==> src/rtl/vc_credit_pkg.sv <==
// -----------------------------------------------------------------------------
// vc_credit_pkg
// Shared definitions for the VC credit selector: router port encoding and the
// XY-routing turn legality check.
// Optional feature macro: XY_TURN_FILTER_EN (enables the turn filter inside
// route_valid_turn; without it every turn is legal).
// -----------------------------------------------------------------------------
package vc_credit_pkg;

   typedef enum logic [2:0] {
      NORTH = 3'd0,
      EAST  = 3'd1,
      SOUTH = 3'd2,
      WEST  = 3'd3,
      LOCAL = 3'd4
   } port_e;

`ifdef XY_TURN_FILTER_EN
   localparam bit XY_FILTER = 1'b1;
`else
   localparam bit XY_FILTER = 1'b0;
`endif

   // Under XY routing a packet never returns through its input port and a
   // packet already travelling in Y never turns back into X.
   function automatic logic route_valid_turn(input int unsigned in_port,
                                             input int unsigned out_port);
      logic w_same;
      logic w_yx;
      w_same = (out_port == in_port);
      w_yx   = ((in_port == int'(NORTH)) || (in_port == int'(SOUTH))) &&
               ((out_port == int'(EAST)) || (out_port == int'(WEST)));
      return !(XY_FILTER && (w_same || w_yx));
   endfunction

endpackage

==> src/rtl/vc_credit_select_counter.sv <==
// -----------------------------------------------------------------------------
// vc_credit_counter
// One saturating credit counter for a single (output port, VC) pair.
// Ports:
//   clk   in   clock, rising edge
//   rst_n in   asynchronous active-low reset (counter -> DEPTH)
//   inc   in   credit returned
//   dec   in   decrement request (flit sent on this pair, legal turn)
//   zero  out  counter is 0 (pair blocked)
//   err   out  this cycle's request would overflow or underflow the counter
// -----------------------------------------------------------------------------
module vc_credit_counter #(
   parameter int unsigned DEPTH = 4,
   parameter int unsigned CW    = $clog2(DEPTH + 1)
) (
   input  logic clk,
   input  logic rst_n,
   input  logic inc,
   input  logic dec,
   output logic zero,
   output logic err
);

   localparam logic [CW-1:0] LP_FULL = CW'(DEPTH);

   logic [CW-1:0] r_cnt;
   logic          w_zero;
   logic          w_full;
   logic          w_dec;
   logic          w_inc;

   assign w_zero = (r_cnt == '0);
   assign w_full = (r_cnt == LP_FULL);
   // A request at zero is dropped; a credit at full only counts when a
   // decrement cancels it (net unchanged), otherwise it is dropped.
   assign w_dec  = dec & ~w_zero;
   assign w_inc  = inc & ~(w_full & ~w_dec);

   always_ff @(posedge clk or negedge rst_n) begin
      if (!rst_n) begin
         r_cnt <= LP_FULL;
      end else if (w_inc && !w_dec) begin
         r_cnt <= r_cnt + 1'b1;
      end else if (w_dec && !w_inc) begin
         r_cnt <= r_cnt - 1'b1;
      end
   end

   assign zero = w_zero;
   assign err  = (dec & w_zero) | (inc & w_full & ~w_dec);

endmodule

==> src/rtl/vc_credit_select.sv <==
// -----------------------------------------------------------------------------
// vc_credit_select
// Per-input-port credit tracker for every (output port, VC) pair. Reports
// blocked (no credit) status and answers one-hot select queries with a
// registered blocked bit. Illegal XY turns are masked when XY_TURN_FILTER_EN
// is defined.
// Ports:
//   clk            in   clock, rising edge
//   rst_n          in   asynchronous active-low reset
//   sel_a          in   [NP]     output-port select (one-hot)
//   sel_b          in   [NV]     VC select (one-hot)
//   sel_valid      in   query strobe
//   flit_sent      in   consume one credit on the selected pair
//   credit_in      in   [NP*NV]  credit returns, bit i*NV+j = port i, VC j
//   blocked        out  [NP*NV]  counter k is zero
//   selected_bit   out  registered blocked status of queried pair(s)
//   selected_valid out  sel_valid delayed one cycle
//   credit_err     out  sticky overflow/underflow flag
// -----------------------------------------------------------------------------
module vc_credit_select
   import vc_credit_pkg::*;
#(
   parameter int unsigned input_port = 0,
   parameter int unsigned NP         = 5,
   parameter int unsigned NV         = 4,
   parameter int unsigned BUF_DEPTH  = 4,
   parameter int unsigned CW         = $clog2(BUF_DEPTH + 1)
) (
   input  logic             clk,
   input  logic             rst_n,
   input  logic [NP-1:0]    sel_a,
   input  logic [NV-1:0]    sel_b,
   input  logic             sel_valid,
   input  logic             flit_sent,
   input  logic [NP*NV-1:0] credit_in,
   output logic [NP*NV-1:0] blocked,
   output logic             selected_bit,
   output logic             selected_valid,
   output logic             credit_err
);

   logic [NP-1:0]    w_legal;
   logic [NP*NV-1:0] w_addr;
   logic [NP*NV-1:0] w_dec_req;
   logic [NP*NV-1:0] w_zero;
   logic [NP*NV-1:0] w_err;
   logic             w_hit;

   logic             r_selected_bit;
   logic             r_selected_valid;
   logic             r_credit_err;

   always_comb begin
      w_legal = '0;
      for (int unsigned i = 0; i < NP; i++) begin
         w_legal[i] = route_valid_turn(input_port, i);
      end
   end

   // Addressed legal pairs; a non-one-hot select addresses several pairs.
   always_comb begin
      w_addr = '0;
      for (int unsigned i = 0; i < NP; i++) begin
         for (int unsigned j = 0; j < NV; j++) begin
            w_addr[i*NV + j] = sel_a[i] & sel_b[j] & w_legal[i];
         end
      end
   end

   assign w_dec_req = w_addr & {(NP*NV){flit_sent}};

   genvar g;
   generate
      for (g = 0; g < NP*NV; g++) begin : g_cnt
         vc_credit_counter #(
            .DEPTH (BUF_DEPTH),
            .CW    (CW)
         ) u_cnt (
            .clk   (clk),
            .rst_n (rst_n),
            .inc   (credit_in[g]),
            .dec   (w_dec_req[g]),
            .zero  (w_zero[g]),
            .err   (w_err[g])
         );
      end
   endgenerate

   assign w_hit = |(w_zero & w_addr);

   always_ff @(posedge clk or negedge rst_n) begin
      if (!rst_n) begin
         r_selected_bit   <= 1'b0;
         r_selected_valid <= 1'b0;
         r_credit_err     <= 1'b0;
      end else begin
         r_selected_valid <= sel_valid;
         if (sel_valid) begin
            r_selected_bit <= w_hit;
         end
         if (|w_err) begin
            r_credit_err <= 1'b1;
         end
      end
   end

   assign blocked        = w_zero;
   assign selected_bit   = r_selected_bit;
   assign selected_valid = r_selected_valid;
   assign credit_err     = r_credit_err;

endmodule

==> config.mk <==
export PLATFORM = sky130hd
export DESIGN_NAME = vc_credit_select
export DESIGN_NICKNAME = d
export VERILOG_FILES = /design/src/rtl/vc_credit_pkg.sv /design/src/rtl/vc_credit_select_counter.sv /design/src/rtl/vc_credit_select.sv
export SDC_FILE = /design/constraint.sdc
export NUM_CORES = 1
export LEC_CHECK = 0
export CORE_ASPECT_RATIO = 1.75
export CORE_MARGIN = 2
export CORE_UTILIZATION = 60
export CTS_CLUSTER_DIAMETER = 200
export CTS_CLUSTER_SIZE = 8
export DETAILED_ROUTE_END_ITERATION = 10
export PLACE_DENSITY_LB_ADDON = 0.25
export SLEW_MARGIN = 20
export SYNTH_ARGS = -nofsm -noshare
export SYNTH_HDL_FRONTEND = slang
export SYNTH_SLANG_ARGS = --single-unit
==> constraint.sdc <==
create_clock -name clk -period 3.42 [get_ports clk]
set_input_delay 0.855 -clock clk [delete_from_list [all_inputs] [get_ports clk]]
set_output_delay 0.855 -clock clk [all_outputs]
set_load 0.01 [all_outputs]
==> results of run 1 <==
per-layer routing:
layer / vias to the layer above / wire length, um / global-route usage
met5: - / 0 / 0
met3: 27 / 520 / 0.0537
met1: 1705 / 3810 / 0.313
li1: 1602 / - / -
met2: 120 / 5390 / 0.478
met4: 0 / 329 / 0.132
area by class of cell:
| type | instances | area (um2) | share of cell area |
|---|---|---|---|
| clock buffers | 15 | 278 | 0.0528 |
| inverters | 43 | 161 | 0.0307 |
| multi-input cells | 309 | 2480 | 0.473 |
| flip-flops and latches | 63 | 1600 | 0.305 |
| well taps | 86 | 108 | 0.0205 |
| repair buffers | 62 | 623 | 0.119 |
power breakdown:
| part | total, mW | internal [mW] | switching [mW] |
|---|---|---|---|
| Clock | 0.863 | 0.546 | 0.317 |
| Combinational | 2.16 | 1.15 | 1.01 |
| Sequential | 1.77 | 1.25 | 0.521 |
state kept, by name, summed over array words and instances, names as in the netlist:
register,cells
selected_valid,1
credit_err,1
selected_bit,1
g_cnt.u_cnt.r_cnt,60
cell families (layout without fill, tap and decap cells):
group / Yosys count / count (layout) / share of synthesized area
compound gates: 44 / 44 / 0.0706
xor+xnor: 60 / 60 / 0.118
fa+ha+maj: 40 / 40 / 0.146
buf+inv: 75 / 120 / 0.0857
flops: 63 / 63 / 0.358
mux: 20 / 20 / 0.0504
simple gates: 145 / 145 / 0.172
per-stage QoR:
stage                     setup slack (ps)  std cells
final                                  468        578
after detailed placement               173        563
after global placement                 259        563
after CTS                              467        578
after global routing                   282        578
after floorplan                        953        447
placed cells by master (no fill, tap or decap), types with 14 or more instances in the layout:
cell type	Yosys	layout
dfstp_2	20	20
xnor2_1	20	20
nor2_1	42	42
or2_2	14	14
inv_1	43	43
mux2_2	20	20
xor2_1	40	40
nand3_1	26	26
dfrtp_1	43	43
fa_1	20	20
clkdlybuf4s50_1	0	54
nand4_1	25	25
ha_1	20	20
a31oi_1	22	22
worst paths after layout:
path,from,end
setup / recovery,sel_b[0],g_cnt[0].u_cnt.r_cnt[2]
hold / removal,g_cnt[5].u_cnt.r_cnt[2],g_cnt[5].u_cnt.r_cnt[2]
setup reg to reg,g_cnt[1].u_cnt.r_cnt[0],g_cnt[1].u_cnt.r_cnt[2]
hold reg to reg,g_cnt[5].u_cnt.r_cnt[2],g_cnt[5].u_cnt.r_cnt[2]
max in group asynchronous,rst_n,g_cnt[16].u_cnt.r_cnt[2]
min in group asynchronous,rst_n,g_cnt[17].u_cnt.r_cnt[0]
==> flow_metrics.py, run 1 <==
metrics = {
    "pwr": {
        "p_total_mw": 4.80,
        "power_per_cell_area_nw_per_um2": 913,
        "p_leak_nw": 2.23,
        "ir_drop_mv": 0.515,
    },
    "critical_path": {
        "critPathMaxFanout": 14,
        "cp.depth": 9,
        "crit_chain": "clkdlybuf4s50_1 > nand3_1 > a31oi_1 > ha_1 > inv_1 > fa_1 > xor2_1 > nor2_1 > xor2_1",
        "worstPathRequired_ps": 3670,
        "crit_path_end_kind": "register",
        "rr_worst_depth": 8,
        "crit_path_top_delay_cell": "clkdlybuf4s50_1",
        "start_kind": "primary input",
        "path_class": "primary input to register",
        "cp.arrival_ps": 3210,
        "rrSetupSlack_ps": 1010,
        "cpMostUsedCell": "xor2_1",
        "worst-path-buf-inv": 2,
        "cpLargestDelayFamily": "buffers and inverters",
        "max_stage_delay_ps": 790,
    },
    "drt": {
        "drtIter0Drc": 244,
        "viasPerCell": 5.98,
        "totalWireLength_um": 10100,
        "dr.pass1.iters": 4,
        "vias": 3454,
        "post_drt_wl_per_cell_um": 17.4,
        "antenna_left": 0,
        "drc": 0,
    },
    "final_layout": {
        "fillers": 551,
        "drive_gt1_frac": 0.165,
        "antenna_cells": 0,
        "nNetsFinal": 561,
        "syn2layout_area_growth_pct": 17.6,
        "fin_util": 0.727,
        "finalInstanceArea_um2": 5260,
    },
    "clock_tree": {
        "cts_resized": 0,
        "cts_inserted_buffers": 9,
        "clock_path_buffers": 2,
        "clkLatencyLatePin_ps": 330,
        "post_cts_buffers": 0,
        "path_clk_slew_ps": 50,
        "h-tree-depth": 3,
        "cts_sinks": 63,
        "cts_hold_buf": 0,
        "tritoncts": "built",
        "cts-root-buf": "clkbuf_16",
    },
    "sta": {
        "fin_tns_setup_ps": 0,
        "setup_violations": 0,
        "finalHoldViolCount": 0,
        "min_period_ps": 2950,
        "worstMarginPinSlew_ps": 665,
        "skew_ps": 3.09,
        "hold_ws_ps": 537,
        "slew_violations": 0,
        "clock.fmax_ghz": 0.339,
        "period_share": 0.863,
        "slew_headroom": 0.557,
        "rsz0062_at_grt": "no",
    },
    "global_routing": {
        "grt_pass1_wl_um": 17600,
        "antenna_found_initial": 0,
        "grt_pass1_vias": 3710,
        "grt_util_all_layers": 0.273,
        "grt_max_degree": 38,
        "overflow": 0,
    },
    "synth": {
        "async_flop_share": 1.00,
        "synth_seq_cells": 63,
        "ys_seq_area_frac": 0.358,
        "synthFlopType": "dfrtp_1",
        "ys_types": 34,
        "synth_top_cell_by_area": "dfrtp_1",
        "synth_area_per_cell_um2": 10.0,
        "syn_area_um2": 4470,
        "ys_warn_count": 0,
        "synthTopCellsByCount": "43 x dfrtp_1, 43 x inv_1, 42 x nor2_1",
        "syn_nets": 520,
        "synthCells": 447,
        "yosys-top-cells-area": "dfrtp_1 24%, dfstp_2 12%, fa_1 9.0%",
        "synth_edf_count": 0,
        "synth_top_cell_area_share": 0.241,
    },
    "place": {
        "port_buffers": 55,
        "dpl.hpwl_um": 7680,
        "dpl_cell_area_um2": 4980,
        "gp_congestion": 0.856,
    },
    "die": {
        "rows": 41,
        "die_h_um": 118,
        "io_pins": 56,
        "die_area_um2": 8180,
        "initial_core_util": 0.618,
        "core_um2": 7230,
        "die_x_um": 69.2,
    },
    "flow_run": {
        "maxCapViolCount": 0,
    },
    "min_path": {
        "hold_path_depth": 1,
        "min_path_type": "register to register",
    },
    "outcome": {
        "status": "complete, no violations",
    },
}
No activity file was read; power rests on OpenSTA's default activity.
==> inputs of run 2 (changes only) <==
Settings changed: GPL_TIMING_DRIVEN set to 0.
==> run 2 against run 1 <==
  * Critical path depth shrank 6
  * Global-route usage shrank 0.88 points
  * Utilization grew 2.3 points
  * Largest power group unchanged
  * Highest routed layer unchanged
==> flow_metrics.py, run 2 (synthesized netlist as in run 1, its figures left out) <==
metrics = {
    "outcome": {
        "status": "complete, no violations",
    },
    "sta": {
        "setup_violations": 0,
        "clock.fmax_ghz": 0.335,
        "min_period_ps": 2980,
        "finalHoldViolCount": 0,
        "slew_headroom": 0.482,
        "skew_ps": 4.37,
        "worstMarginPinSlew_ps": 770,
        "rsz0062_at_grt": "no",
        "period_share": 0.872,
        "hold_ws_ps": 438,
        "slew_violations": 0,
    },
    "final_layout": {
        "layout_common_cells": "49 x clkdlybuf4s50_1, 43 x inv_1, 43 x dfrtp_1",
        "fin_util": 0.749,
        "fin_cells": 600,
        "regMostFlops": "g_cnt.u_cnt.r_cnt",
        "largest_reg_flops": 60,
        "drive_gt1_frac": 0.212,
        "nNetsFinal": 582,
        "antenna_cells": 0,
        "syn2layout_area_growth_pct": 21.3,
        "layout_commonest_cell": "clkdlybuf4s50_1",
        "finalInstanceArea_um2": 5420,
    },
    "die": {
        "io_pins": 56,
        "core_um2": 7230,
        "die_x_um": 69.2,
        "rows": 41,
        "die_area_um2": 8180,
        "die_h_um": 118,
        "initial_core_util": 0.618,
    },
    "critical_path": {
        "critPathMaxFanout": 4,
        "worstPathRequired_ps": 2560,
        "max_stage_delay_ps": 650,
        "crit_path_end_kind": "output port",
        "cpLargestDelayFamily": "buffers and inverters",
        "worst-path-buf-inv": 2,
        "start_kind": "register",
        "crit_chain": "nor3_1 > buf_4 > clkdlybuf4s50_1",
        "path_class": "register to output port",
        "crit_path_top_delay_cell": "nor3_1",
        "cp.arrival_ps": 2130,
    },
    "global_routing": {
        "antenna_found_initial": 0,
        "grt_util_all_layers": 0.264,
        "grt_pass1_wl_um": 17100,
        "grt_pass1_vias": 3685,
        "grt_max_degree": 37,
        "overflow": 0,
    },
    "drt": {
        "totalWireLength_um": 10100,
        "vias": 3496,
        "post_drt_wl_per_cell_um": 16.8,
        "viasPerCell": 5.83,
        "antenna_left": 0,
        "drtIter0Drc": 219,
        "dr.pass1.iters": 5,
        "drc": 0,
    },
    "clock_tree": {
        "post_cts_buffers": 0,
        "cts_resized": 0,
        "tritoncts": "built",
        "path_clk_slew_ps": 50,
        "h-tree-depth": 3,
        "cts_inserted_buffers": 9,
        "clock_path_buffers": 2,
        "cts-root-buf": "clkbuf_16",
        "clkLatencyLatePin_ps": 330,
        "cts_sinks": 63,
        "cts_hold_buf": 0,
    },
    "place": {
        "port_buffers": 50,
        "placedCellCount": 584,
        "dpl.hpwl_um": 7630,
        "gp_congestion": 0.873,
        "dpl_cell_area_um2": 5090,
    },
    "pwr": {
        "p_leak_nw": 2.35,
        "ir_drop_mv": 0.587,
        "power_per_cell_area_nw_per_um2": 936,
        "p_total_mw": 5.07,
    },
    "min_path": {
        "min_path_type": "primary input to async pin",
    },
    "flow_run": {
        "maxCapViolCount": 0,
    },
}
## run 2: cell types whose count changed in the layout (fill, tap and decap cells not counted)
cell,previous run,this run
buf_6,0,1
buf_2,1,9
bufinv_16,0,2
buf_12,2,1
clkbuf_8,3,2
clkbuf_1,3,2
clkdlybuf4s50_1,54,49
clkinv_2,0,1
buf_4,5,23
## run 2: metrics by stage
step,setup TNS (ps),setup slack (ps)
3_5_place_dp,0,147
5_1_grt,0,293
6_report,0,437
3_3_place_gp,-25400,-594
4_1_cts,0,458
2_1_floorplan,0,953
## run 2: power by group
part	total [mW]	switching, mW	internal [mW]	leakage, nW
logic	2.30	1.04	1.27	1.49
clock network	0.996	0.320	0.676	0.160
registers	1.78	0.523	1.25	0.709
total	5.07	1.88	3.20	2.35
## run 2: metal layers
metal / global-route usage / vias to the layer above / share of wire
li1: - / 1646 / -
met1: 0.307 / 1718 / 0.38
met2: 0.449 / 104 / 0.54
met3: 0.0443 / 28 / 0.041
met4: 0.158 / 0 / 0.036
met5: 0 / - / 0
## run 2: path summary, 6_finish.rpt
path                                                from                  endpoint  slack (ps)  depth (start not counted)
worst max-delay path            g_cnt[18].u_cnt.r_cnt[1]               blocked[18]         440                          3
worst min-delay path                               rst_n  g_cnt[17].u_cnt.r_cnt[0]         440                          1
worst max register to register  g_cnt[18].u_cnt.r_cnt[1]  g_cnt[18].u_cnt.r_cnt[2]         950                          8
worst min register to register   g_cnt[4].u_cnt.r_cnt[2]   g_cnt[4].u_cnt.r_cnt[2]         540                          1
max in group asynchronous                          rst_n   g_cnt[4].u_cnt.r_cnt[2]        2390                          2
min in group clk                 g_cnt[4].u_cnt.r_cnt[2]   g_cnt[4].u_cnt.r_cnt[2]         540                          1
## run 2: area by class of cell
type | instances | area, um2
multi-input combinational | 309 | 2480
fill | 538 | 1810
sequential | 63 | 1600
timing repair buffer | 51 | 518
clock buffer | 13 | 260
buffer | 32 | 221
inverter | 43 | 161
tap | 86 | 108
clock inverter | 3 | 65.1
## run 2: worst register-to-register path, stage by stage, from the launching register on
cell and delay (ps):
dfrtp_1 410, nor3_1 650, or2_2 230, ha_1 180
inv_1 70, fa_1 420, xor2_1 150, nor2_1 120
xor2_1 160
